`src/rtl/line_code_pkg.sv`:
```
// Shared definitions for the line-code encoder: per-bit code selectors and
// the handshake FSM state type.
package line_code_pkg;

   localparam logic [1:0] MODE_MANCH  = 2'd0;
   localparam logic [1:0] MODE_FM0    = 2'd1;
   localparam logic [1:0] MODE_MILLER = 2'd2;
   localparam logic [1:0] MODE_FM1    = 2'd3;

   typedef enum logic {
      IDLE   = 1'b0,
      ACTIVE = 1'b1
   } state_t;

endpackage

```
`src/rtl/bit_period_ctr.sv`:
```
// Bit-period timer: counts 0..CLKS_PER_BIT-1 while running and decodes the
// boundary, mid-bit and last-cycle strobes.
module bit_period_ctr #(
   parameter int CLKS_PER_BIT = 100
) (
   input  logic clk,
   input  logic rst,
   input  logic start,
   input  logic run,
   output logic first,
   output logic mid,
   output logic last
);

   localparam int CNT_W = (CLKS_PER_BIT > 1) ? $clog2(CLKS_PER_BIT) : 1;
   localparam logic [CNT_W-1:0] MID_C  = CNT_W'(CLKS_PER_BIT / 2 - 1);
   localparam logic [CNT_W-1:0] LAST_C = CNT_W'(CLKS_PER_BIT - 1);

   logic [CNT_W-1:0] cnt;

   // mid fires one cycle early so the registered line shows the change at cnt == HALF
   assign mid  = run && (cnt == MID_C);
   assign last = run && (cnt == LAST_C);

   always_ff @(posedge clk) begin
      if (rst) begin
         cnt   <= '0;
         first <= 1'b0;
      end else begin
         first <= start;
         if (start || !run || (cnt == LAST_C)) begin
            cnt <= '0;
         end else begin
            cnt <= cnt + CNT_W'(1);
         end
      end
   end

endmodule

```
`src/rtl/line_code_enc.sv`:
```
// Serial line-code encoder: one bit per CLKS_PER_BIT cycles over valid/ready,
// coded per bit as Manchester, FM0, Miller/MFM or FM1 onto a single wire.
module line_code_enc
   import line_code_pkg::*;
#(
   parameter int CLKS_PER_BIT = 100
) (
   input  logic       clk,
   input  logic       rst,
   input  logic       in_valid,
   output logic       in_ready,
   input  logic       in_bit,
   input  logic [1:0] mode,
   output logic       line_out,
   output logic       busy,
   output logic       bit_start,
   output logic       underrun
);

   state_t     state;
   logic       cur_bit;
   logic [1:0] cur_mode;
   logic       prev_bit;
   logic       p_eff;
   logic       accept;
   logic       run;
   logic       first;
   logic       mid;
   logic       last;

   // Next line level for a boundary (at_mid = 0) or mid-bit (at_mid = 1) action.
   function automatic logic next_level(input logic       lvl,
                                       input logic       b,
                                       input logic       p,
                                       input logic [1:0] md,
                                       input logic       at_mid);
      logic nl;
      nl = lvl;
      case (md)
         MODE_MANCH:  nl = at_mid ? b : ~b;
         MODE_FM0:    nl = at_mid ? (lvl ^ ~b) : ~lvl;
         MODE_MILLER: nl = at_mid ? (lvl ^ b) : (lvl ^ (~b & ~p));
         default:     nl = at_mid ? (lvl ^ b) : ~lvl;
      endcase
      return nl;
   endfunction

   assign run       = (state == ACTIVE);
   assign in_ready  = (state == IDLE) || last;
   assign accept    = in_valid && in_ready;
   assign bit_start = first;

   // On a back-to-back boundary the period that is just closing is the history bit.
   assign p_eff = last ? cur_bit : prev_bit;

   bit_period_ctr #(
      .CLKS_PER_BIT(CLKS_PER_BIT)
   ) u_ctr (
      .clk   (clk),
      .rst   (rst),
      .start (accept),
      .run   (run),
      .first (first),
      .mid   (mid),
      .last  (last)
   );

   always_ff @(posedge clk) begin
      if (rst) begin
         state    <= IDLE;
         line_out <= 1'b0;
         busy     <= 1'b0;
         underrun <= 1'b0;
         prev_bit <= 1'b0;
      end else begin
         underrun <= 1'b0;
         if (last) begin
            prev_bit <= cur_bit;
         end
         if (accept) begin
            state    <= ACTIVE;
            busy     <= 1'b1;
            line_out <= next_level(line_out, in_bit, p_eff, mode, 1'b0);
         end else if (last) begin
            state    <= IDLE;
            busy     <= 1'b0;
            underrun <= 1'b1;
         end else if (mid) begin
            line_out <= next_level(line_out, cur_bit, prev_bit, cur_mode, 1'b1);
         end
      end
   end

   // Bit and code are held for the whole period; only acceptance reloads them.
   always_ff @(posedge clk) begin
      if (accept) begin
         cur_bit  <= in_bit;
         cur_mode <= mode;
      end
   end

endmodule

```
`config.mk`:
```
export PLATFORM = sky130hd
export DESIGN_NAME = line_code_enc
export DESIGN_NICKNAME = d
export VERILOG_FILES = /design/src/rtl/line_code_pkg.sv /design/src/rtl/bit_period_ctr.sv /design/src/rtl/line_code_enc.sv
export SDC_FILE = /design/constraint.sdc
export NUM_CORES = 1
export LEC_CHECK = 0
export ABC_AREA = 1
export ABC_CLOCK_PERIOD_IN_PS = 1800
export CELL_PAD_IN_SITES_DETAIL_PLACEMENT = 0
export CELL_PAD_IN_SITES_GLOBAL_PLACEMENT = 1
export CORE_UTILIZATION = 37
export DETAILED_ROUTE_END_ITERATION = 6
export PLACE_DENSITY = 0.85
export SLEW_MARGIN = 20
export SYNTH_ARGS = -nofsm -noshare
export SYNTH_HDL_FRONTEND = slang
export SYNTH_SLANG_ARGS = --single-unit
```
`constraint.sdc`:
```
create_clock -name clk -period 1.8 [get_ports clk]
set_input_delay 0.27 -clock clk [delete_from_list [all_inputs] [get_ports clk]]
set_output_delay 0.27 -clock clk [all_outputs]
set_load 0.02 [all_outputs]
```
* Word level (Yosys, flattened, before mapping)
Index checks and enable logic that the tools add are counted.
** Cells by class
- Bitwise gates (word level) :: 9
- Equality and inequality tests :: 5
- $add $sub $neg :: 1
- Reductions and logical operators :: 14
- Mux-type cells :: 9
** Operators with widths (count)
- adder 7 x 1 -> 7 bit, second input constant :: 1
- == test 7 x 6 -> 1 bit, second input constant :: 1
- == test 7 bit, second input constant :: 1
- 2-to-1 mux 1 bit :: 7
- NOT 1 bit :: 5
- zero test 2 bit :: 2
- case mux 1 bit (2 select lines) :: 2
- nonzero test 2 bit :: 2
- OR reduction 2 bit :: 2
- logical AND 1 bit :: 3
- logical OR 1 bit :: 3
- bitwise XOR 1 bit :: 3
- == test 2 x 1 -> 1 bit, second input constant :: 1
- == test 2 bit, second input constant :: 1
- inequality test 2 x 1 -> 1 bit, second input constant :: 1
- AND reduction 2 bit :: 1
- bitwise AND 1 bit :: 1
- zero test 1 bit :: 1
** Word-level totals
- Input port bits :: 6
- Bits in registers :: 15
- Output and inout port bits :: 5
- Logic and storage cells :: 46

* Logic depth before layout (Yosys ltp)
Gate-level depths: netlist of run 1.
- Depth in word-level cells :: 8
- Mapped depth :: 11
- Gate-level depth less buffers :: 11

* Cells and area by module
From an unflattened synthesis of run 1, not the netlist that was laid out.
** Second synthesis, totals
- Cells, all modules :: 97
- Area total of the unflattened synthesis :: 759.5 µm²
** By module, submodules not included
- bit_period_ctr :: area each 405.4 µm², cells an instance 53, instances 1, seq. area each 160.2 µm²
- line_code_enc :: area each 354.1 µm², cells an instance 44, instances 1, seq. area each 170.2 µm²

* Least setup slack after synthesis of run 1
No wires, ideal clock.
- Kind :: register to register
- Start :: reg u_ctr.cnt[0]
- End :: reg line_out
- Library setup time :: 0.122 ns
- Arrival time :: 1.367 ns
- Period minus slack after synthesis :: 1.489 ns
- Path slack :: 0.311 ns
- Required time :: 1.678 ns
- Buffers on the path :: 0
- Stages on the path, launching flop included :: 11
- Path through :: dfxtp_1 ha_1 nand2_2 nor2_4 nand2_1 nand2_2 nand2_4 a21oi_2 nand3_1 nand2_1 a21oi_2
** Between the ends
- Elaborated cells between the ends (all ways) :: 15
- Classes of those cells :: eq/ne: 3; mux: 3; bitwise: 3; reduce/logical: 6
** RTL lines
- start, declared :: line bit_period_ctr.sv:19 : logic [CNT_W-1:0] cnt;
- start signal, assigned :: line bit_period_ctr.sv:34 : cnt <= cnt + CNT_W'(1);
- == test 7 bit * :: line bit_period_ctr.sv:23 : assign last = run && (cnt == LAST_C);
- logical AND 1 bit * :: line bit_period_ctr.sv:23
- logical OR 1 bit * :: line line_code_enc.sv:49 : assign in_ready = (state == IDLE) || last;
- via in_ready :: line line_code_enc.sv:11 : output logic in_ready,
- logical AND 1 bit * :: line line_code_enc.sv:50 : assign accept = in_valid && in_ready;
- inequality test 2 x 1 -> 1 bit (no source line) or nonzero test 2 bit (tied branches)
- AND reduction 2 bit (no source line)
- end signal, assigned :: line line_code_enc.sv:83 : line_out <= next_level(line_out, in_bit, p_eff, mode, 1'b0);
- end signal, assigned :: line line_code_enc.sv:89 : line_out <= next_level(line_out, cur_bit, prev_bit, cur_mode, 1'b1);
- end, declared :: line line_code_enc.sv:14 : output logic line_out,
The timed path passes the listed nets; every way through them passes the cells marked *.
A chain may end at the register's enable or synchronous reset.

==> results of run 1 <==
## routing by layer
metal / track usage (%) / part of all wire, %
met2: 21.69 / 45
met3: 4.762 / 4.4
met5: 0 / 0
met1: 17.07 / 50
met4: 3.529 / 0.32
## cell usage after synthesis
cell type | n | area, sq um
o21ai_0 | 2 | 10.01
nor3_1 | 5 | 25.02
nand3_1 | 7 | 35.03
nand2_2 | 3 | 18.77
a21oi_1 | 6 | 30.03
nand3_2 | 1 | 10.01
inv_1 | 14 | 52.55
o21a_1 | 1 | 7.510
nor2_1 | 7 | 26.28
nand4_1 | 4 | 25.02
nor4_1 | 1 | 6.260
nor2_2 | 1 | 6.260
a21oi_2 | 2 | 17.52
nand2_1 | 14 | 52.55
dfxtp_1 | 12 | 240.2
ha_1 | 2 | 25.02
nor2_4 | 1 | 11.26
xor2_1 | 1 | 8.760
nand2_4 | 1 | 11.26
edfxtp_1 | 3 | 90.09
inv_2 | 1 | 3.750
## path summary, 6_finish.rpt
| path | start | cells after the start | to | slack (ns) |
|---|---|---|---|---|
| setup reg to reg | u_ctr.cnt[0] | 12 | line_out | 0.33 |
| hold reg to reg | u_ctr.cnt[4] | 2 | u_ctr.cnt[4] | 0.50 |
| hold / removal | u_ctr.cnt[4] | 2 | u_ctr.cnt[4] | 0.50 |
| setup / recovery | run | 1 | busy | 0.12 |
## what timing repair did
item	4_1_cts	5_1_grt
pin swaps	0	0
gates resized for setup	1	2
endpoints found under the setup margin	1	1
hold buffers	0	0
hold endpoints to repair	0	0
## layout make-up
type | instances | share of cell area, %
well taps | 25 | 3.492
inverters | 15 | 6.285
flip-flops and latches | 15 | 36.87
multi-input cells | 59 | 36.45
repair buffers | 14 | 13.97
clock buffers | 4 | 2.933
## power by group through the flow
stage          sequential [uW]  clock [uW]  combinational (uW)
3_5_place_dp               371           0                85.2
6_report                   363         191                82.6
3_3_place_gp               371           0                84.5
2_1_floorplan              377           0                39.8
4_1_cts                    363         198                84.0
5_1_grt                    365         213                92.7
## sequential cells by signal, indices dropped and copies added, names as in the netlist
signal / flops
underrun: 1
u_ctr.cnt: 7
u_ctr.first: 1
run: 1
cur_bit: 1
prev_bit: 1
line_out: 1
cur_mode: 2
## kinds of logic after synthesis
group | after synthesis | share of synthesized area (%)
fa+ha+maj | 2 | 3.508
xor+xnor | 1 | 1.228
simple gates | 45 | 31.93
flops | 15 | 46.32
buf+inv | 15 | 7.894
compound gates | 11 | 9.124
## through the flow
step | hold WS, ns | utilization (%) | worst slack, ns
6_report | 0.5008 | 50.78 | 0.1249
5_1_grt | 0.5360 | 50.78 | 0.04443
4_1_cts | 0.5042 | 50.99 | 0.006171
3_5_place_dp | 0.4896 | 49.57 | 0.04940
3_3_place_gp | 0.4808 | 49.57 | 0.07711
2_1_floorplan | 0.3391 | - | 0.3112
==> impl_metrics.yaml, run 1 <==
worst_setup_path:
  critPathKind: "flop to primary output"
  crit_fanout: 7
  critPathBufInv: 1
  startpoint_type: "flop"
  crit_chain: "clkdlybuf4s50_1"
  cpPeakStageDelay_ns: 0.66
  cp-end-kind: "primary output"
  critPathRequiredTime_ns: 1.53
  cp_top_family: "buffers and inverters"
  crit_slowest_cell: "clkdlybuf4s50_1"
  crit_arrival_ns: 1.41
floorplan:
  die_x_um: 45.91
  start_util_pct: 40.43
  row_count: 15
  die-area_sq_mm: 0.002107
  num_io_pins: 11
  core_area_sq_mm: 0.001764
  die_h_um: 45.91
sta:
  fin_tns_setup_ns: 0
  achievable-frequency_mhz: 597.0
  grt_setup_unrepaired: "no"
  maxSlewViolCount: 0
  fin_crit_sh_pct: 93.06
  tightestPinTransition_ns: 0.2915
  finalHoldViolations: 0
  finalClockSkew_ns: 0.001931
  relSlewSlack_pct: 80.51
  fin_crit_ns: 1.675
  finalSetupViolCount: 0
synth:
  yosysWarningCount: 0
  syn_area_per_cell_sq_um: 8.013
  synthCells: 89
  ys_types: 21
  seq_area_frac_synth_pct: 46.32
  syn_nets: 97
  netlist_area_sq_um: 713.2
  ys_ff_latch: 15
detailed_routing:
  wl_per_cell_um: 9.394
  vias_per_cell: 4.659
  drc_errors: 0
  drtIter0Drc: 11
  vias: 615
  detail-route-antenna-nets: 0
  drt-pass1-iter-count: 3
  finalWirelength_um: 1240
cts:
  cts_tree: "yes"
  cts_max_level: 1
  insertion_delay_ns: 0.27
  numClockSinks: 15
  post_cts_buffers: 0
  cts_root_buf: "clkbuf_4"
  numCtsBuffers: 3
  clockBufferDepth: 2
  clk_pin_slew_ns: 0.09
finish:
  fin_area_sq_um: 895.9
  nets: 116
  syn_to_final_growth_pct: 25.61
  seqCellArea_sq_um: 330.3
  nFillCells: 194
  drive_above_1_share_pct: 16.82
  multi_input_area_sq_um: 326.6
  antenna_cells: 0
  final_cell_count_no_fill: 132
  most-common-layout-cells: "14 x nand2_1, 14 x inv_1, 12 x dfxtp_1"
pwr:
  seq_power_share_pct: 57.1
  design_power_total_uw: 636.6
  clkPwrFrac_pct: 29.9
  peakVddDrop_mv: 0.5141
  p_comb_share_pct: 13.0
  switching_power_uw: 159.2
  power.density_mw_per_mm2: 710.6
  p_leak_uw: 0.0003378
  power.internal_uw: 477.4
  switching_share_pct: 25.01
global_route:
  grt_pass1_wl_um: 2063
  track_usage_pct: 13.52
  antenna_found_initial: 0
  grt_max_degree: 9
  grt_pass1_vias: 526
  globalRouteOverflowTotal: 0
placement:
  gp_congestion: 0.7470
  placed_cells_incl_taps: 128
  io_buffers: 10
  hpwl_um: 984.2
  dpl_cell_area_sq_um: 874.6
min_path:
  hold_class: "flop to flop"
run:
  max_cap_violations: 0
outcome:
  outcome: "finished clean"
Power figures use the tool's default switching activity.
==> run 2: changes to the inputs <==
Settings changed: CORE_UTILIZATION 37 to 30, PLACE_DENSITY 0.85 to 0.73.
==> impl_metrics.yaml, run 2 (same netlist as run 1, synthesis figures left out) <==
cts:
  cts_tree: "yes"
  post_cts_buffers: 0
  hold_buffers: 0
  numClockSinks: 15
  numCtsBuffers: 3
  clk_pin_slew_ns: 0.09
  cts_max_level: 1
  cts_root_buf: "clkbuf_4"
  insertion_delay_ns: 0.28
  clockBufferDepth: 2
worst_setup_path:
  startpoint_type: "flop"
  crit_chain: "clkdlybuf4s50_1"
  cpPeakStageDelay_ns: 0.66
  crit_arrival_ns: 1.42
  cp_top_family: "buffers and inverters"
  critPathBufInv: 1
  cp-end-kind: "primary output"
  critPathKind: "flop to primary output"
  crit_slowest_cell: "clkdlybuf4s50_1"
  crit_fanout: 7
  critPathRequiredTime_ns: 1.53
sta:
  setup_ws_ns: 0.1108
  fin_crit_ns: 1.689
  tightestPinTransition_ns: 0.2775
  achievable-frequency_mhz: 592.0
  finalSetupViolCount: 0
  relSlewSlack_pct: 81.45
  finalClockSkew_ns: 0.002810
  fin_tns_setup_ns: 0
  maxSlewViolCount: 0
  grt_setup_unrepaired: "no"
  finalHoldViolations: 0
  fin_crit_sh_pct: 93.85
  hold_slack_ns: 0.4967
floorplan:
  start_util_pct: 31.93
  die_x_um: 50.76
  num_io_pins: 11
  row_count: 17
  core_area_sq_mm: 0.002233
  die-area_sq_mm: 0.002576
  die_h_um: 50.76
global_route:
  grt_max_degree: 9
  grt_pass1_wl_um: 2373
  grt_pass1_vias: 589
  antenna_found_initial: 0
  globalRouteOverflowTotal: 0
  track_usage_pct: 12.86
finish:
  antenna_cells: 0
  nets: 117
  drive_above_1_share_pct: 17.59
  most-common-layout-cells: "14 x nand2_1, 14 x inv_1, 12 x dfxtp_1"
  largest_register: "u_ctr.cnt"
  final_cell_count_no_fill: 136
  nFillCells: 234
  top_regs: "u_ctr.cnt: 7 flops, cur_mode: 2 flops"
  largest_register_ffs: 7
  syn_to_final_growth_pct: 27.19
detailed_routing:
  vias: 634
  finalWirelength_um: 1372
  drc_errors: 0
  drtIter0Drc: 12
  detail-route-antenna-nets: 0
  vias_per_cell: 4.662
  wl_per_cell_um: 10.09
  drt-pass1-iter-count: 4
pwr:
  p_leak_uw: 0.0003433
  power.density_mw_per_mm2: 706.4
  peakVddDrop_mv: 0.4579
outcome:
  outcome: "finished clean"
run:
  max_cap_violations: 0
placement:
  io_buffers: 10
  hpwl_um: 1063
  pre_cts_ws_ns: 0.06654
  gp_congestion: 0.7457
  placed_cells_incl_taps: 132
min_path:
  hold_class: "flop to flop"
[run 2: final cells by class]
class / count / area (sq um) / share of cell area (%)
sequential: 15 / 330.3 / 36.41
multi-input combinational: 59 / 326.6 / 36.00
clock buffer: 4 / 26.28 / 2.897
timing repair buffer: 15 / 132.6 / 14.62
tap: 28 / 35.03 / 3.862
inverter: 15 / 56.30 / 6.207
[run 2: timing repair]
| item | 4_1_cts | 5_1_grt |
|---|---|---|
| hold endpoints to repair | 0 | 0 |
| setup endpoints to repair | 1 | 1 |
| resized for setup | 1 | 2 |
[run 2: per-stage QoR]
step           power, uW  util [%]  instance area (sq um)
2_1_floorplan      417.0         -                  713.2
3_3_place_gp       457.2     39.66                  885.9
3_5_place_dp       458.0     39.66                  885.9
4_1_cts            650.5     40.78                  910.9
5_1_grt            669.7     40.62                  907.1
6_report           640.8     40.62                  907.1
[run 2: path summary, 6_finish.rpt]
check                                  start      endpoint  slack, ns  cells after the start
worst min register to register  u_ctr.cnt[4]  u_ctr.cnt[4]       0.50                      2
worst max register to register  u_ctr.cnt[0]      line_out       0.29                     12
worst max-delay path                     run          busy       0.11                      1
worst min-delay path            u_ctr.cnt[4]  u_ctr.cnt[4]       0.50                      2
[run 2: routing by layer]
layer  GRT usage [%]  wire, um
met5               0         0
met4           9.722        30
met3           1.818        34
met2           21.33       622
met1           14.79       685
[run 2: report_power, final]
part / internal, uW / switching [uW] / leakage [uW] / total, uW
Clock: 86.2 / 107 / 0.0000150 / 193
Combinational: 37.3 / 47.3 / 0.000202 / 84.6
Sequential: 355 / 8.91 / 0.000126 / 363
Total: 478 / 163 / 0.000343 / 641
[run 2: worst reg2reg max path, stage by stage, from the launching register on]
cell,delay [ns]
dfxtp_1,0.34
ha_1,0.18
nand2_2,0.07
nor2_4,0.11
buf_4,0.13
nand3_2,0.08
nand2_1,0.08
nand2_1,0.07
nand3_1,0.07
nand3_1,0.07
nand3_1,0.07
nand2_1,0.07
a21oi_2,0.10
==> run 3: changes to the inputs <==
Settings changed: CTS_BUF_LIST from default to sky130_fd_sc_hd__clkbuf_8.
==> impl_metrics.yaml, run 3 (same netlist as run 1, synthesis figures left out) <==
cts:
  cts_tree: "yes"
  cts_max_level: 1
  clk_pin_slew_ns: 0.06
  insertion_delay_ns: 0.25
  clockBufferDepth: 2
  cts_root_buf: "clkbuf_8"
  numCtsBuffers: 3
  hold_buffers: 0
  numClockSinks: 15
placement:
  hpwl_um: 1063
  io_buffers: 10
  dpl_cell_area_sq_um: 885.9
  placed_cells_incl_taps: 132
  gp_congestion: 0.7457
finish:
  final_util_pct: 41.68
  antenna_cells: 0
  nFillCells: 230
  final_cell_count_no_fill: 136
  most-common-layout-cells: "15 x inv_1, 14 x nand2_1, 12 x dfxtp_1"
  syn_to_final_growth_pct: 30.53
  fin_area_sq_um: 930.9
  nets: 117
  largest_register: "u_ctr.cnt"
  drive_above_1_share_pct: 16.67
  top_regs: "u_ctr.cnt: 7 flops, cur_mode: 2 flops"
  largest_register_ffs: 7
  final_common_cell: "inv_1"
sta:
  maxSlewViolCount: 0
  finalClockSkew_ns: 0.0006909
  fin_crit_ns: 1.707
  fin_crit_sh_pct: 94.83
  tightestPinTransition_ns: 0.2749
  finalHoldViolations: 0
  achievable-frequency_mhz: 585.9
  relSlewSlack_pct: 81.62
  grt_setup_unrepaired: "no"
  fin_tns_setup_ns: 0
  finalSetupViolCount: 0
detailed_routing:
  vias: 640
  drtIter0Drc: 11
  drt-pass1-iter-count: 4
  finalWirelength_um: 1399
  drc_errors: 0
  wl_per_cell_um: 10.29
  vias_per_cell: 4.706
  detail-route-antenna-nets: 0
global_route:
  grt_pass1_wl_um: 2401
  globalRouteOverflowTotal: 0
  antenna_found_initial: 0
  grt_pass1_vias: 595
  track_usage_pct: 13.11
  grt_max_degree: 9
floorplan:
  start_util_pct: 31.93
  core_area_sq_mm: 0.002233
  die_x_um: 50.76
  row_count: 17
  num_io_pins: 11
  die_h_um: 50.76
  die-area_sq_mm: 0.002576
pwr:
  design_power_total_uw: 719.4
  power.density_mw_per_mm2: 772.8
  p_leak_uw: 0.0003558
  peakVddDrop_mv: 0.5132
outcome:
  outcome: "finished clean"
worst_setup_path:
  critPathRequiredTime_ns: 1.53
  startpoint_type: "flop"
  crit_arrival_ns: 1.44
  cp-end-kind: "primary output"
  crit_path_frequent_cell: "nand2_2"
  cpPeakStageDelay_ns: 0.33
  crit_fanout: 3
  critPathKind: "flop to primary output"
  crit_slowest_cell: "dfxtp_1"
  crit_chain: "ha_1 > nand2_2 > nor2_4 > nand2_1 > nand2_2 > clkdlybuf4s15_1"
run:
  max_cap_violations: 0
min_path:
  hold_class: "flop to flop"
-- run 3: report_power, final --
| group | internal [uW] | switching, uW |
|---|---|---|
| Sequential | 355 | 8.90 |
| Clock | 151 | 118 |
| Combinational | 38.2 | 47.5 |
| Total | 545 | 175 |
-- run 3: metrics by stage --
stage | hold slack [ns] | setup slack, ns
floorplan | 0.3391 | 0.3112
global placement | 0.4780 | 0.08633
detailed placement | 0.4866 | 0.06654
CTS | 0.4949 | 0.05217
global route | 0.5199 | 0.01326
finish | 0.4927 | 0.09314
-- run 3: final timing paths --
path	from	end	slack, ns	depth (start not counted)
worst max-delay path	u_ctr.cnt[0]	in_ready	0.09	6
worst min-delay path	u_ctr.cnt[4]	u_ctr.cnt[4]	0.49	2
worst max register to register	u_ctr.cnt[0]	line_out	0.31	12
worst min register to register	u_ctr.cnt[4]	u_ctr.cnt[4]	0.49	2
-- run 3: layout make-up --
type                       instances  area, sq um  share of cell area, %
sequential                        15        330.3                  35.48
multi-input combinational         59        326.6                  35.08
timing repair buffer              15        137.6                  14.78
inverter                          15        56.30                  6.048
clock buffer                       3        41.29                  4.435
tap                               28        35.03                  3.763
clock inverter                     1        3.754                 0.4032
-- run 3: critical path, delay by kind of cell, from the launching register on --
family | cells | cell delay [ns]
flip-flops | 1 | 0.33
buffers and inverters | 1 | 0.31
adder cells (fa/ha/maj) | 1 | 0.18
AND/OR/NAND/NOR | 4 | 0.36
-- run 3: repair_timing --
action	CTS	global route
gates resized for setup	1	1
setup buffers	0	0
setup endpoints to repair	1	1
cloned	0	0
-- run 3: per-layer routing --
layer / wire length [um] / track usage [%]
met1: 678 / 14.79
met2: 629 / 21.56
met3: 49 / 2.727
met4: 42 / 9.722
met5: 0 / 0
